===== src/rtl/fb_rect_fill.sv =====
// rtl/fb_rect_fill.sv - clipped rectangle fill into a 640x480 RGB333 framebuffer
// Optional vblank-only write gating: define FB_FILL_VBLANK_ONLY_EN.
module fb_rect_fill (
  input  logic        clk,
  input  logic        reset_n,
  input  logic        cmd_valid,
  output logic        cmd_ready,
  input  logic [9:0]  cmd_x0,
  input  logic [8:0]  cmd_y0,
  input  logic [9:0]  cmd_w,
  input  logic [8:0]  cmd_h,
  input  logic [8:0]  cmd_colour,
  output logic        wr_en,
  input  logic        wr_grant,
  output logic [18:0] wr_addr,
  output logic [8:0]  wr_data,
  input  logic        vblank,
  output logic        busy,
  output logic        done
);

  typedef enum logic [1:0] {S_IDLE, S_CLIP, S_WRITE, S_DONE} state_t;

  state_t      r_state;
  logic [9:0]  r_x0;
  logic [8:0]  r_y0;
  logic [9:0]  r_w;
  logic [8:0]  r_h;
  logic [8:0]  r_colour;
  logic [9:0]  r_x_end;
  logic [8:0]  r_y_end;
  logic [9:0]  r_x;
  logic [8:0]  r_y;
  logic [18:0] r_row_base;
  logic [18:0] r_addr;
  logic        r_wr_en;
  logic        r_done;

  logic [10:0] w_x_sum;
  logic [9:0]  w_y_sum;
  logic [9:0]  w_x_lim;
  logic [9:0]  w_y_lim;
  logic [9:0]  w_x_end;
  logic [8:0]  w_y_end;
  logic        w_empty;
  logic [18:0] w_y0_base;
  logic [18:0] w_next_base;
  logic        w_gate;
  logic        w_fire;

  // Sums are one bit wider than the operands so a large w/h cannot wrap.
  assign w_x_sum     = {1'b0, r_x0} + {1'b0, r_w};
  assign w_y_sum     = {1'b0, r_y0} + {1'b0, r_h};
  assign w_x_lim     = (w_x_sum > 11'd640) ? 10'd640 : w_x_sum[9:0];
  assign w_y_lim     = (w_y_sum > 10'd480) ? 10'd480 : w_y_sum;
  assign w_x_end     = w_x_lim - 10'd1;
  assign w_y_end     = w_y_lim[8:0] - 9'd1;
  assign w_empty     = (r_w == 10'd0) || (r_h == 9'd0) || (r_x0 >= 10'd640) || (r_y0 >= 9'd480);
  assign w_y0_base   = {1'b0, r_y0, 9'b0} + {3'b0, r_y0, 7'b0};
  assign w_next_base = r_row_base + 19'd640;

`ifdef FB_FILL_VBLANK_ONLY_EN
  assign w_gate = vblank;
`else
  logic w_unused_vblank;
  assign w_unused_vblank = vblank;
  assign w_gate = 1'b1;
`endif

  assign wr_en     = r_wr_en & w_gate;
  assign w_fire    = wr_en & wr_grant;
  assign wr_addr   = r_addr;
  assign wr_data   = r_colour;
  assign cmd_ready = (r_state == S_IDLE);
  assign busy      = (r_state != S_IDLE);
  assign done      = r_done;

  always_ff @(posedge clk or negedge reset_n) begin
    if (!reset_n) begin
      r_state    <= S_IDLE;
      r_x0       <= '0;
      r_y0       <= '0;
      r_w        <= '0;
      r_h        <= '0;
      r_colour   <= '0;
      r_x_end    <= '0;
      r_y_end    <= '0;
      r_x        <= '0;
      r_y        <= '0;
      r_row_base <= '0;
      r_addr     <= '0;
      r_wr_en    <= 1'b0;
      r_done     <= 1'b0;
    end else begin
      r_done <= 1'b0;
      case (r_state)
        S_IDLE: begin
          if (cmd_valid) begin
            r_x0     <= cmd_x0;
            r_y0     <= cmd_y0;
            r_w      <= cmd_w;
            r_h      <= cmd_h;
            r_colour <= cmd_colour;
            r_state  <= S_CLIP;
          end
        end
        S_CLIP: begin
          if (w_empty) begin
            r_done  <= 1'b1;
            r_state <= S_DONE;
          end else begin
            // Address is only loaded for an in-range origin, so it never leaves the frame.
            r_x_end    <= w_x_end;
            r_y_end    <= w_y_end;
            r_x        <= r_x0;
            r_y        <= r_y0;
            r_row_base <= w_y0_base;
            r_addr     <= w_y0_base + {9'b0, r_x0};
            r_wr_en    <= 1'b1;
            r_state    <= S_WRITE;
          end
        end
        S_WRITE: begin
          if (w_fire) begin
            if (r_x == r_x_end) begin
              if (r_y == r_y_end) begin
                r_wr_en <= 1'b0;
                r_done  <= 1'b1;
                r_state <= S_DONE;
              end else begin
                r_x        <= r_x0;
                r_y        <= r_y + 9'd1;
                r_row_base <= w_next_base;
                r_addr     <= w_next_base + {9'b0, r_x0};
              end
            end else begin
              r_x    <= r_x + 10'd1;
              r_addr <= r_addr + 19'd1;
            end
          end
        end
        default: r_state <= S_IDLE;
      endcase
    end
  end

endmodule


===== config.mk =====
export PLATFORM = sky130hd
export DESIGN_NAME = fb_rect_fill
export DESIGN_NICKNAME = d
export VERILOG_FILES = /design/src/rtl/fb_rect_fill.sv
export SDC_FILE = /design/constraint.sdc
export NUM_CORES = 1
export LEC_CHECK = 0
export CAP_MARGIN = 15
export CELL_PAD_IN_SITES_DETAIL_PLACEMENT = 0
export CELL_PAD_IN_SITES_GLOBAL_PLACEMENT = 1
export CORE_AREA = 2 2 138 140
export CTS_BUF_LIST = sky130_fd_sc_hd__clkbuf_4 sky130_fd_sc_hd__clkbuf_8 sky130_fd_sc_hd__clkbuf_16
export CTS_CLUSTER_DIAMETER = 200
export DETAILED_ROUTE_END_ITERATION = 8
export DIE_AREA = 0 0 140 142
export PLACE_DENSITY = 0.82
export SETUP_SLACK_MARGIN = 0.15
export SYNTH_ARGS = -nofsm -noshare
export SYNTH_HDL_FRONTEND = slang
export SYNTH_SLANG_ARGS = --single-unit

===== constraint.sdc =====
create_clock -name clk -period 4.41 [get_ports clk]
set_input_delay 0.882 -clock clk [delete_from_list [all_inputs] [get_ports clk]]
set_output_delay 0.882 -clock clk [all_outputs]
set_load 0.02 [all_outputs]

# == Yosys cells after proc, flatten, opt, wreduce, memory -nomap -nowiden ==
# Cells that the tools add are included.
# word_totals
regBits,127
input_bits,52
output_inout_bits,32
wordCells,94
# classes
addsub,11
order_cmp,4
eq_ne,11
mux,38
n_bitwise,2
n_reduce_logical,14
# op_table
operator,count
$mux 19,8
$pmux 19 s2,2
$mux 10,5
$mux 9,5
$add 19x10->19,2
$pmux 10 s2,1
$add 18x16->19,1
$add 19x1->19 const B,1
$add 19x10->19 const B,1
$pmux 9 s2,1
$ne 2x2->1 const B,6
$add 10x10->11,1
$gt 11x10->1 const B,1
$add 10x1->10 const B,1
$add 9x9->10,1
$eq 10x10->1,1
$ge 10x10->1 const B,1
$gt 10x9->1 const B,1
$logic_not 10->1,1
$reduce_and 5->1,2
$sub 10x1->10 const B,1
$add 9x1->9 const B,1
$eq 9x9->1,1
$ge 9x9->1 const B,1
16 further kinds,33

# == Longest topological paths before layout ==
# Gate-level depths: netlist (run 1).
# logic_depth
word_depth,6
ltp_mapped,15
mapped_depth_nobuf,15

# == Least setup slack after synthesis (run 1) ==
# No wires, ideal clock.
# synth_path
kind,register -> register
from,register r_y0[1]
to,register r_y_end[8]
setup_time_ns,0.141
t_arrival_ns,3.310
t_required_ns,4.269
setup_slack_ns,0.959
stages_incl_launch_ff,14
n_path_buf,0
synth_period_minus_slack_ns,3.451
cell_sequence,dfrtp_1 -> ha_1 -> a21oi_1 -> o2111ai_1 -> a31oi_1 -> xnor2_1 -> nor4bb_1 -> a21boi_2 -> nand2b_1 -> ha_1 -> or4b_4 -> nor3b_2 -> xnor2_1 -> a31oi_1
# synth_via
elab_chain_len,4
word_cells_on_any_way,8
classes_between,2 x add/sub; 2 x order compare; 1 x mux; 1 x bitwise; 2 x reduce/logical
# synth_rtl
element,line,source
"start, declared",26,logic [8:0] r_y0;
"start signal, assigned",100,r_y0 <= cmd_y0;
$add 9x9->10 or $ge 9x9->1 (tied branches),"53, 58",
$gt 10x9->1 or $logic_or 1x1->1 (tied branches),"55, 58",
$mux 9 or $not 1->1 (tied branches),-,
$sub 9x1->9 or $reduce_and 2->1 (tied branches),-,
"end signal, assigned",114,r_y_end <= w_y_end;
"end, declared",31,logic [8:0] r_y_end;
# Several ways; a longest one is shown, not always the timed one.
# A chain may end at the register's enable or synchronous reset.

# == Worst setup path after layout (run 1) ==
# Same ends and word-level chain as after synthesis.

==> metrics.txt, run 1 <==
share of cells above drive strength 1 a little under an eighth; Simple-Gate Fraction of Synth Area between 10% and 20%; Slew @ Worst Pin 1.084 ns; Routability Congestion 0.8233; die height between 100 and 150 um; via count roughly 6.9k; Compound-Gate Fraction of Synth Area between 10% and 20%; Main synth FF type dfrtp_1; Fin Setup TNS 0 ns; DR WL/cell 16.18 um; Filler cells 1704; first-pass GRT wire length ~33 mm; post-route ant nets 0; top cells by area, synth dfrtp_1, mux2_2, ha_1, a21oi_1, xnor2_1; H-tree depth 4; cts repair resizes 0; main combinational cell family by area after synthesis compound AO/OA/AOI/OAI gates; initial core utilization between 40% and 50%; share of the synthesized area in the top cell type a little under two fifths; antenna cells 0; CTS root buffer clkbuf_16; CTS Buffer Depth 2; Post-Synth XOR/XNOR Area 8.239%; min cycle time layout 3.786 ns; TritonCTS clock tree done; failing checks design-rule violations; Max-slew headroom between 20 and 30%; worst stage delay on the critical path roughly 0.50 ns; RSZ-0062 raised after global routing false; final core utilization a little over half; CP cell instances ha_1 -> a21oi_1 -> o2111ai_1 -> a31oi_1 -> xnor2_1 -> nor4bb_1 -> a21boi_2 -> nand2b_1 -> ha_1 -> or4b_4 -> nor3b_2 -> xnor2_1 -> a31oi_1; final wirelength between 15 and 20 mm; synthesized flop and latch total 120; Max Cap Violations 0; largest area contributor in the netlist dfrtp_1; Nets around 1.1k; dpl hpwl approximately 14 mm; global route overflow 0; Crit Path Class register to register; Warnings, synthesis 0; commonest non-fill, non-tap cell in the layout dfrtp_1; initial antenna violation count 0; Seq. cell area 3003 sq um; PortBufs a little over 80; Post-synth EDFFs 0; WP buf/inv 0; Mean Syn Cell Area roughly 9 sq um; worst setup margin 0.6236 ns; Core ar. roughly 18000 sq um; Skew-Pair Late Insertion Delay ~0.43 ns; synthesized instance count about 900; Post-Syn Nets around 1000; vias in the first global route about 6.6k; Ports 84; Unique masters post-synth approximately 70; Final Cycle Share around 86%; cell family with most CP delay simple AND/OR/NAND/NOR gates; Die X around 140 um; status finished with violations; Achievable Freq between 0.2 and 0.3 GHz; Worst Setup End Kind register; Max Slew Vio Count 0; Rows 50; Fin. Hold Viols 0; mux cell area share after synthesis between 8 and 9%; CP Data Required Time about 4.7 ns; CP Launch Type register; sequential share of the synthesized area about 37%; clk sinks 120; Syn-to-layout area delta 19.52%; GRT Util Overall roughly a fifth; Synth async-reset ratio between 90% and 100%; endpoints failing setup 0; via/cell ratio roughly 5.6; pre-CTS setup slack between 0.6 and 0.7 ns; multi-input logic area between 4000 and 5000 sq um; Iter 0 DRT Violations around 430; CP arrival about 4 ns; die area 19880 sq um; post-route DRC violation count 2; Cell Area, Synth ~8200 sq um; clk slew on worst S/H paths about 0.060 ns; Slowest-stage cell, CP or4b_4; largest net degree at the start of global routing 64; post-CTS setup buffers 0; CTS Buf Count 17; reg2reg setup slack roughly 0.62 ns; Critical Path Fanout Max 6; Pre-antenna DRT Iters 8; Post-Synth Adder-Cell Area 7.398%; hold buffers post-CTS 0; clock skew between 0.01 and 0.015 ns; Worst Hold Class register to register; commonest cells after routing, fill and taps aside dfrtp_1, clkdlybuf4s50_1, nor2_1
==> worst reg2reg max path: stages (launching register included) <==
cell       delay (ns)
dfrtp_1          0.49
ha_1             0.37
a21oi_1          0.32
o2111ai_1        0.19
a31oi_1          0.28
xnor2_1          0.23
nor4bb_1         0.39
a21boi_2         0.13
nand2b_1         0.09
ha_1             0.24
or4b_4           0.50
nor3b_2          0.19
xnor2_1          0.13
a31oi_1          0.09
==> registers in the layout, indices dropped and copies added (netlist names), 10 cells and up <==
register and cells:
r_x0 10, r_w 10, wr_addr 19, r_x_end 10, r_x 10, r_row_base 12
==> worst paths after layout <==
check,start,to,depth (start not counted)
setup / recovery,r_y0[1],r_y_end[8],13
hold / removal,r_x_end[7],r_x_end[7],2
setup reg to reg,r_y0[1],r_y_end[8],13
hold reg to reg,r_x_end[7],r_x_end[7],2
max in group asynchronous,reset_n,r_h[1],2
min in group asynchronous,reset_n,wr_addr[15],1
==> cells in the mapped netlist (3+ instances only) <==
cell / number
mux2_2: 51
xnor2_1: 39
and2_1: 3
o21a_1: 4
a211oi_1: 9
mux2i_1: 12
nand3b_1: 6
a31oi_1: 17
buf_2: 10
nor3_1: 24
xor2_1: 38
o22ai_1: 4
nor2b_1: 5
o21ai_0: 60
a22oi_1: 12
o21bai_1: 3
or4_1: 5
clkbuf_1: 30
dfrtp_1: 120
nor4_1: 7
a21oi_1: 73
inv_1: 28
or3_1: 8
or2_2: 5
nand2b_1: 10
nand4_1: 5
nand2_1: 68
fa_1: 4
nor2_1: 75
ha_1: 42
nand3_1: 34
o2111ai_1: 4
o211ai_1: 7
a21o_1: 14
o22a_1: 8
and3_1: 9
==> routing by layer <==
layer	track usage [%]	vias to the layer above	wire [um]
met4	5.848	0	296
met3	4.542	23	885
met2	32.75	141	8989
met1	28.62	3270	9556
met5	0	-	0
li1	-	3417	-
==> kinds of logic after synthesis <==
logic type	after synthesis
flops	120
fa+ha+maj	46
compound gates	244
mux	63
simple gates	280
xor+xnor	77
buf+inv	71
==> cell type report <==
class	instances	share of cell area [%]
clock buffers	17	4.348
clock inverters	15	1.215
inverters	28	1.074
multi-input cells	710	50.11
flip-flops and latches	120	30.69
well taps	234	2.993
repair buffers	95	9.566
==> per-stage QoR <==
stage	std cells	instance area, sq um	hold WS (ns)
after floorplan	901	8185	0.4583
after global placement	1186	9224	0.4763
after detailed placement	1186	9224	0.4804
after CTS	1218	9768	0.4931
after global routing	1219	9783	0.5241
final	1219	9783	0.4893
Power of run 1 is left out: the tool's default activity adds up to more than one toggle a clock period on the data nets, which glitch-free logic cannot reach.
==> run 2: changes to the inputs <==
--- a/config.mk
+++ b/config.mk
@@ -8,13 +8,14 @@
 export CAP_MARGIN = 15
 export CELL_PAD_IN_SITES_DETAIL_PLACEMENT = 0
 export CELL_PAD_IN_SITES_GLOBAL_PLACEMENT = 1
-export CORE_AREA = 2 2 138 140
+export CORE_AREA = 3 3 139 141
 export CTS_BUF_LIST = sky130_fd_sc_hd__clkbuf_4 sky130_fd_sc_hd__clkbuf_8 sky130_fd_sc_hd__clkbuf_16
 export CTS_CLUSTER_DIAMETER = 200
 export DETAILED_ROUTE_END_ITERATION = 8
-export DIE_AREA = 0 0 140 142
+export DIE_AREA = 0 0 142 144
 export PLACE_DENSITY = 0.82
 export SETUP_SLACK_MARGIN = 0.15
+export SLEW_MARGIN = 10
 export SYNTH_ARGS = -nofsm -noshare
 export SYNTH_HDL_FRONTEND = slang
 export SYNTH_SLANG_ARGS = --single-unit
==> run 2 against run 1 <==
Net effect:
- the run now ends clean
- cell area rose by 0.35%
- cell count fell by 0.25%
- non-clock buffer count rose by 2
- sequential share of layout area fell by 0.11 points
- fmax fell by 0.52%
- clock skew fell by 0.0019 ns
- critical path depth did not move
- die area rose by 2.9%
- worst hold slack improved by 0.011 ns
- largest cell class unchanged
==> metrics.txt, run 2 (synthesis gave the netlist of run 1 again) <==
Crit Path Class register to register; dpl hpwl 14.41 mm; Worst Setup End Kind register; CP cell instances ha_1 -> a21oi_1 -> o2111ai_1 -> a31oi_1 -> xnor2_1 -> nor4bb_1 -> a21boi_2 -> nand2b_1 -> ha_1 -> or4b_4 -> nor3b_2 -> xnor2_1 -> a31oi_1; RR Startpoint r_y0[1]; commonest non-fill, non-tap cell in the layout dfrtp_1; vias in the first global route roughly 6.6k; Pre-antenna DRT Iters 5; min cycle time layout ~3.8 ns; via/cell ratio roughly 5.6; Rows a little under 50; clk slew on worst S/H paths approximately 0.06 ns; finished layout cell area between 9000 and 10000 sq um; hold buffers post-CTS 0; critical path startpoint r_y0[1]; endpoints failing setup 0; M1 wire length ~9.4 mm; initial antenna violation count 0; Slew @ Worst Pin between 1 and 1.5 ns; Top Layer Used met4; die area slightly above 20000 sq um; clk sinks between 100 and 150; Routability Congestion 0.8336; Die X between 100 and 150 um; WP buf/inv 0; Core ar. roughly 18000 sq um; post-CTS setup buffers 0; Critical Path Fanout Max 6; Nets 1072; DR WL met3 863 um; Fin Setup TNS 0 ns; RSZ-0062 raised after global routing false; largest net degree at the start of global routing 56; CTS Buffer Depth 2; Max-slew headroom a little under 30%; Achievable Freq between 0.2 and 0.3 GHz; post-route DRC violation count 0; Ports 84; cts repair resizes 0; critical path depth 13; post-route ant nets 0; met2 routed WL 9.148 mm; CP Launch Type register; Slowest-stage cell, CP or4b_4; max reg flops 19; DR WL/cell between 15 and 20 um; CTS root buffer clkbuf_16; GRT Util Overall 20.04%; PortBufs between 80 and 90; Max Slew Vio Count 0; cell family with most CP delay simple AND/OR/NAND/NOR gates; Worst Hold Class register to register; Iter 0 DRT Violations roughly 380; commonest cells after routing, fill and taps aside dfrtp_1, clkdlybuf4s50_1, nor2_1; global route overflow 0; Skew-Pair Late Insertion Delay 0.42 ns; reg2reg end r_y_end[8]; TritonCTS clock tree done; Final Cycle Share about 86%; first-pass GRT wire length 32.95 mm; CP Data Required Time ~4.7 ns; via count about 6.8k; share of cells above drive strength 1 between 10% and 20%; die height between 100 and 150 um; Syn-to-layout area delta 19.93%; final wirelength between 15 and 20 mm; CP arrival slightly above 4 ns; worst stage delay on the critical path approximately 0.50 ns; clock skew around 0.009 ns; reg2reg setup slack 0.60 ns; CTS Buf Count 17; worst setup path end r_y_end[8]; Max Cap Violations 0; initial core utilization 45.26%; Fin. Hold Viols 0; placed instance area ~9200 sq um; H-tree depth 4; status finished clean; antenna cells 0; Register-to-Register Path Depth 13
run 2: cell count changes in the layout (fill, tap and decap cells not counted):
cell	previous run	this run
buf_12	1	0
buf_4	12	16
bufinv_16	0	2
buf_8	1	0
clkinvlp_4	4	2
run 2: worst min-delay path by stage:
| stage | start | endpoint | cells past startpoint |
|---|---|---|---|
| floorplan | r_y_end[5] | r_y_end[5] | 2 |
| global placement | r_x_end[7] | r_x_end[7] | 2 |
| detailed placement | r_x_end[7] | r_x_end[7] | 2 |
| CTS | r_x_end[8] | r_x_end[8] | 2 |
| global route | wr_data[6] | wr_data[6] | 1 |
| finish | r_x_end[8] | r_x_end[8] | 2 |
run 2: layout make-up:
type	count	area (sq um)
Clock buffer	17	425.4
Clock inverter	15	163.9
Fill cell	1660	8269
Inverter	28	105.1
Multi-Input combinational cell	710	4902
Sequential cell	120	3003
Tap cell	229	286.5
Timing Repair Buffer	97	930.9
run 2: metrics by stage:
step,util (%),setup slack [ns],std cells,hold slack [ns]
after floorplan,-,0.9589,901,0.4583
after global placement,51.02,0.6360,1184,0.4764
after detailed placement,51.02,0.6095,1184,0.4809
after CTS,54.28,0.6063,1216,0.5044
after global routing,54.28,0.2544,1216,0.5266
final,54.28,0.6040,1216,0.5005
run 2: tightest hold or removal path, stage by stage (launching register included):
cell and delay [ns]:
dfrtp_1 0.35, nand2_1 0.05, o21ai_0 0.06
run 2: per-layer routing:
metal,global-route usage [%],vias up
met1,27.41,3230
met5,0,-
met3,5.258,10
met2,32.20,134
li1,-,3420
met4,4.293,0
Power of run 2 is left out for the same reason.
==> run 3: changes to the inputs <==
--- a/config.mk
+++ b/config.mk
@@ -13,6 +13,7 @@
 export CTS_CLUSTER_DIAMETER = 200
 export DETAILED_ROUTE_END_ITERATION = 8
 export DIE_AREA = 0 0 142 144
+export MAX_ROUTING_LAYER = met4
 export PLACE_DENSITY = 0.82
 export SETUP_SLACK_MARGIN = 0.15
 export SLEW_MARGIN = 10
==> run 3 against run 2 <==
Net effect:
- routed wire length up 0.14%
- global-route usage up 0.58 points
- worst hold slack is essentially flat
- fmax up 0.12%
- largest cell class unchanged
- highest routed layer unchanged
==> metrics.txt, run 3 (synthesis gave the netlist of run 1 again) <==
vias in the first global route 6574; Worst Hold Class register to register; initial core utilization around 45%; Syn-to-layout area delta 19.93%; min cycle time layout roughly 3.8 ns; global route overflow 0; CP Launch Type register; max reg flops 19; hold buffers post-CTS 0; RSZ-0062 raised after global routing false; status finished clean; initial antenna violation count 0; endpoints failing setup 0; Critical Path Fanout Max 6; via/cell ratio approximately 5.6; Ports between 80 and 90; Seq. cell area between 3000 and 4000 sq um; Nets between 1k and 1.5k; final hold slack 0.5004 ns; Max Cap Violations 0; TritonCTS clock tree done; largest net degree at the start of global routing 56; Fin. Hold Viols 0; cts repair resizes 0; antenna cells 0; Core ar. around 18000 sq um; share of cells above drive strength 1 between 10% and 20%; post-route ant nets 0; Skew-Pair Late Insertion Delay ~0.42 ns; CTS Buffer Depth 2; H-tree depth 4; Pre-antenna DRT Iters 5; clock skew ~0.010 ns; GRT Util Overall approximately a fifth; commonest non-fill, non-tap cell in the layout dfrtp_1; Rows between 40 and 50; Crit Path Class register to register; Max-slew headroom between 20% and 30%; Filler cells between 1.5k and 2k; CTS Buf Count 17; first-pass GRT wire length between 30 and 40 mm; die height around 140 um; post-CTS setup buffers 0; CP Data Required Time roughly 4.7 ns; multi-input logic area approximately 5000 sq um; Iter 0 DRT Violations slightly below 400; Routability Congestion between 0.8 and 0.9; Final Cycle Share 86.20%; PortBufs 82; DR WL/cell around 16 um; post-route DRC violation count 0; Die X 142 um; dpl hpwl ~14 mm; via count 6803; die area 20450 sq um; Max Slew Vio Count 0; clk sinks 120; Slew @ Worst Pin about 1.1 ns; Achievable Freq ~0.26 GHz; final core utilization between 50% and 60%; final wirelength 19.63 mm; Worst Setup End Kind register; Fin Setup TNS 0 ns; clk slew on worst S/H paths approximately 0.060 ns; commonest cells after routing, fill and taps aside dfrtp_1, clkdlybuf4s50_1, nor2_1; CP arrival a little over 4 ns; CTS root buffer clkbuf_16
run 3: cell counts in the layout (fill, tap and decap cells not counted):
Identical to the previous run, type by type.
run 3: final cells by class:
class / instances / share of cell area [%]
Clock buffer: 17 / 4.333
Clock inverter: 15 / 1.670
Inverter: 28 / 1.071
Multi-Input combinational cell: 710 / 49.94
Sequential cell: 120 / 30.59
Tap cell: 229 / 2.919
Timing Repair Buffer: 97 / 9.483
run 3: metal layers:
metal	wire length [um]	track usage [%]	vias up
met5	0	-	-
met2	9190	32.27	133
met3	826	4.960	11
met4	157	4.293	0
li1	-	-	3422
met1	9453	27.47	3237
run 3: final timing paths:
check                      slack (ns)             end       start  cells after the start
max in group asynchronous        3.00      r_x_end[9]     reset_n                      2
min in group asynchronous        0.52  r_row_base[12]     reset_n                      1
hold / removal                   0.50      r_x_end[8]  r_x_end[8]                      2
setup reg to reg                 0.61      r_y_end[8]     r_y0[1]                     13
setup / recovery                 0.61      r_y_end[8]     r_y0[1]                     13
hold reg to reg                  0.50      r_x_end[8]  r_x_end[8]                      2
run 3: stage by stage:
| stage | instances | cell area [sq um] | setup slack [ns] |
|---|---|---|---|
| floorplan | 901 | 8185 | 0.9589 |
| global placement | 1184 | 9228 | 0.6360 |
| detailed placement | 1184 | 9228 | 0.6095 |
| CTS | 1216 | 9817 | 0.6063 |
| global route | 1216 | 9817 | 0.2544 |
| finish | 1216 | 9817 | 0.6085 |
run 3: critical path, stage by stage, from the launching register on:
cell and delay, ns:
dfrtp_1 0.48, ha_1 0.36, a21oi_1 0.32, o2111ai_1 0.18, a31oi_1 0.29, xnor2_1 0.23
nor4bb_1 0.40, a21boi_2 0.13, nand2b_1 0.09, ha_1 0.23, or4b_4 0.50, nor3b_2 0.19
xnor2_1 0.14, a31oi_1 0.10
Power of run 3 is left out for the same reason.
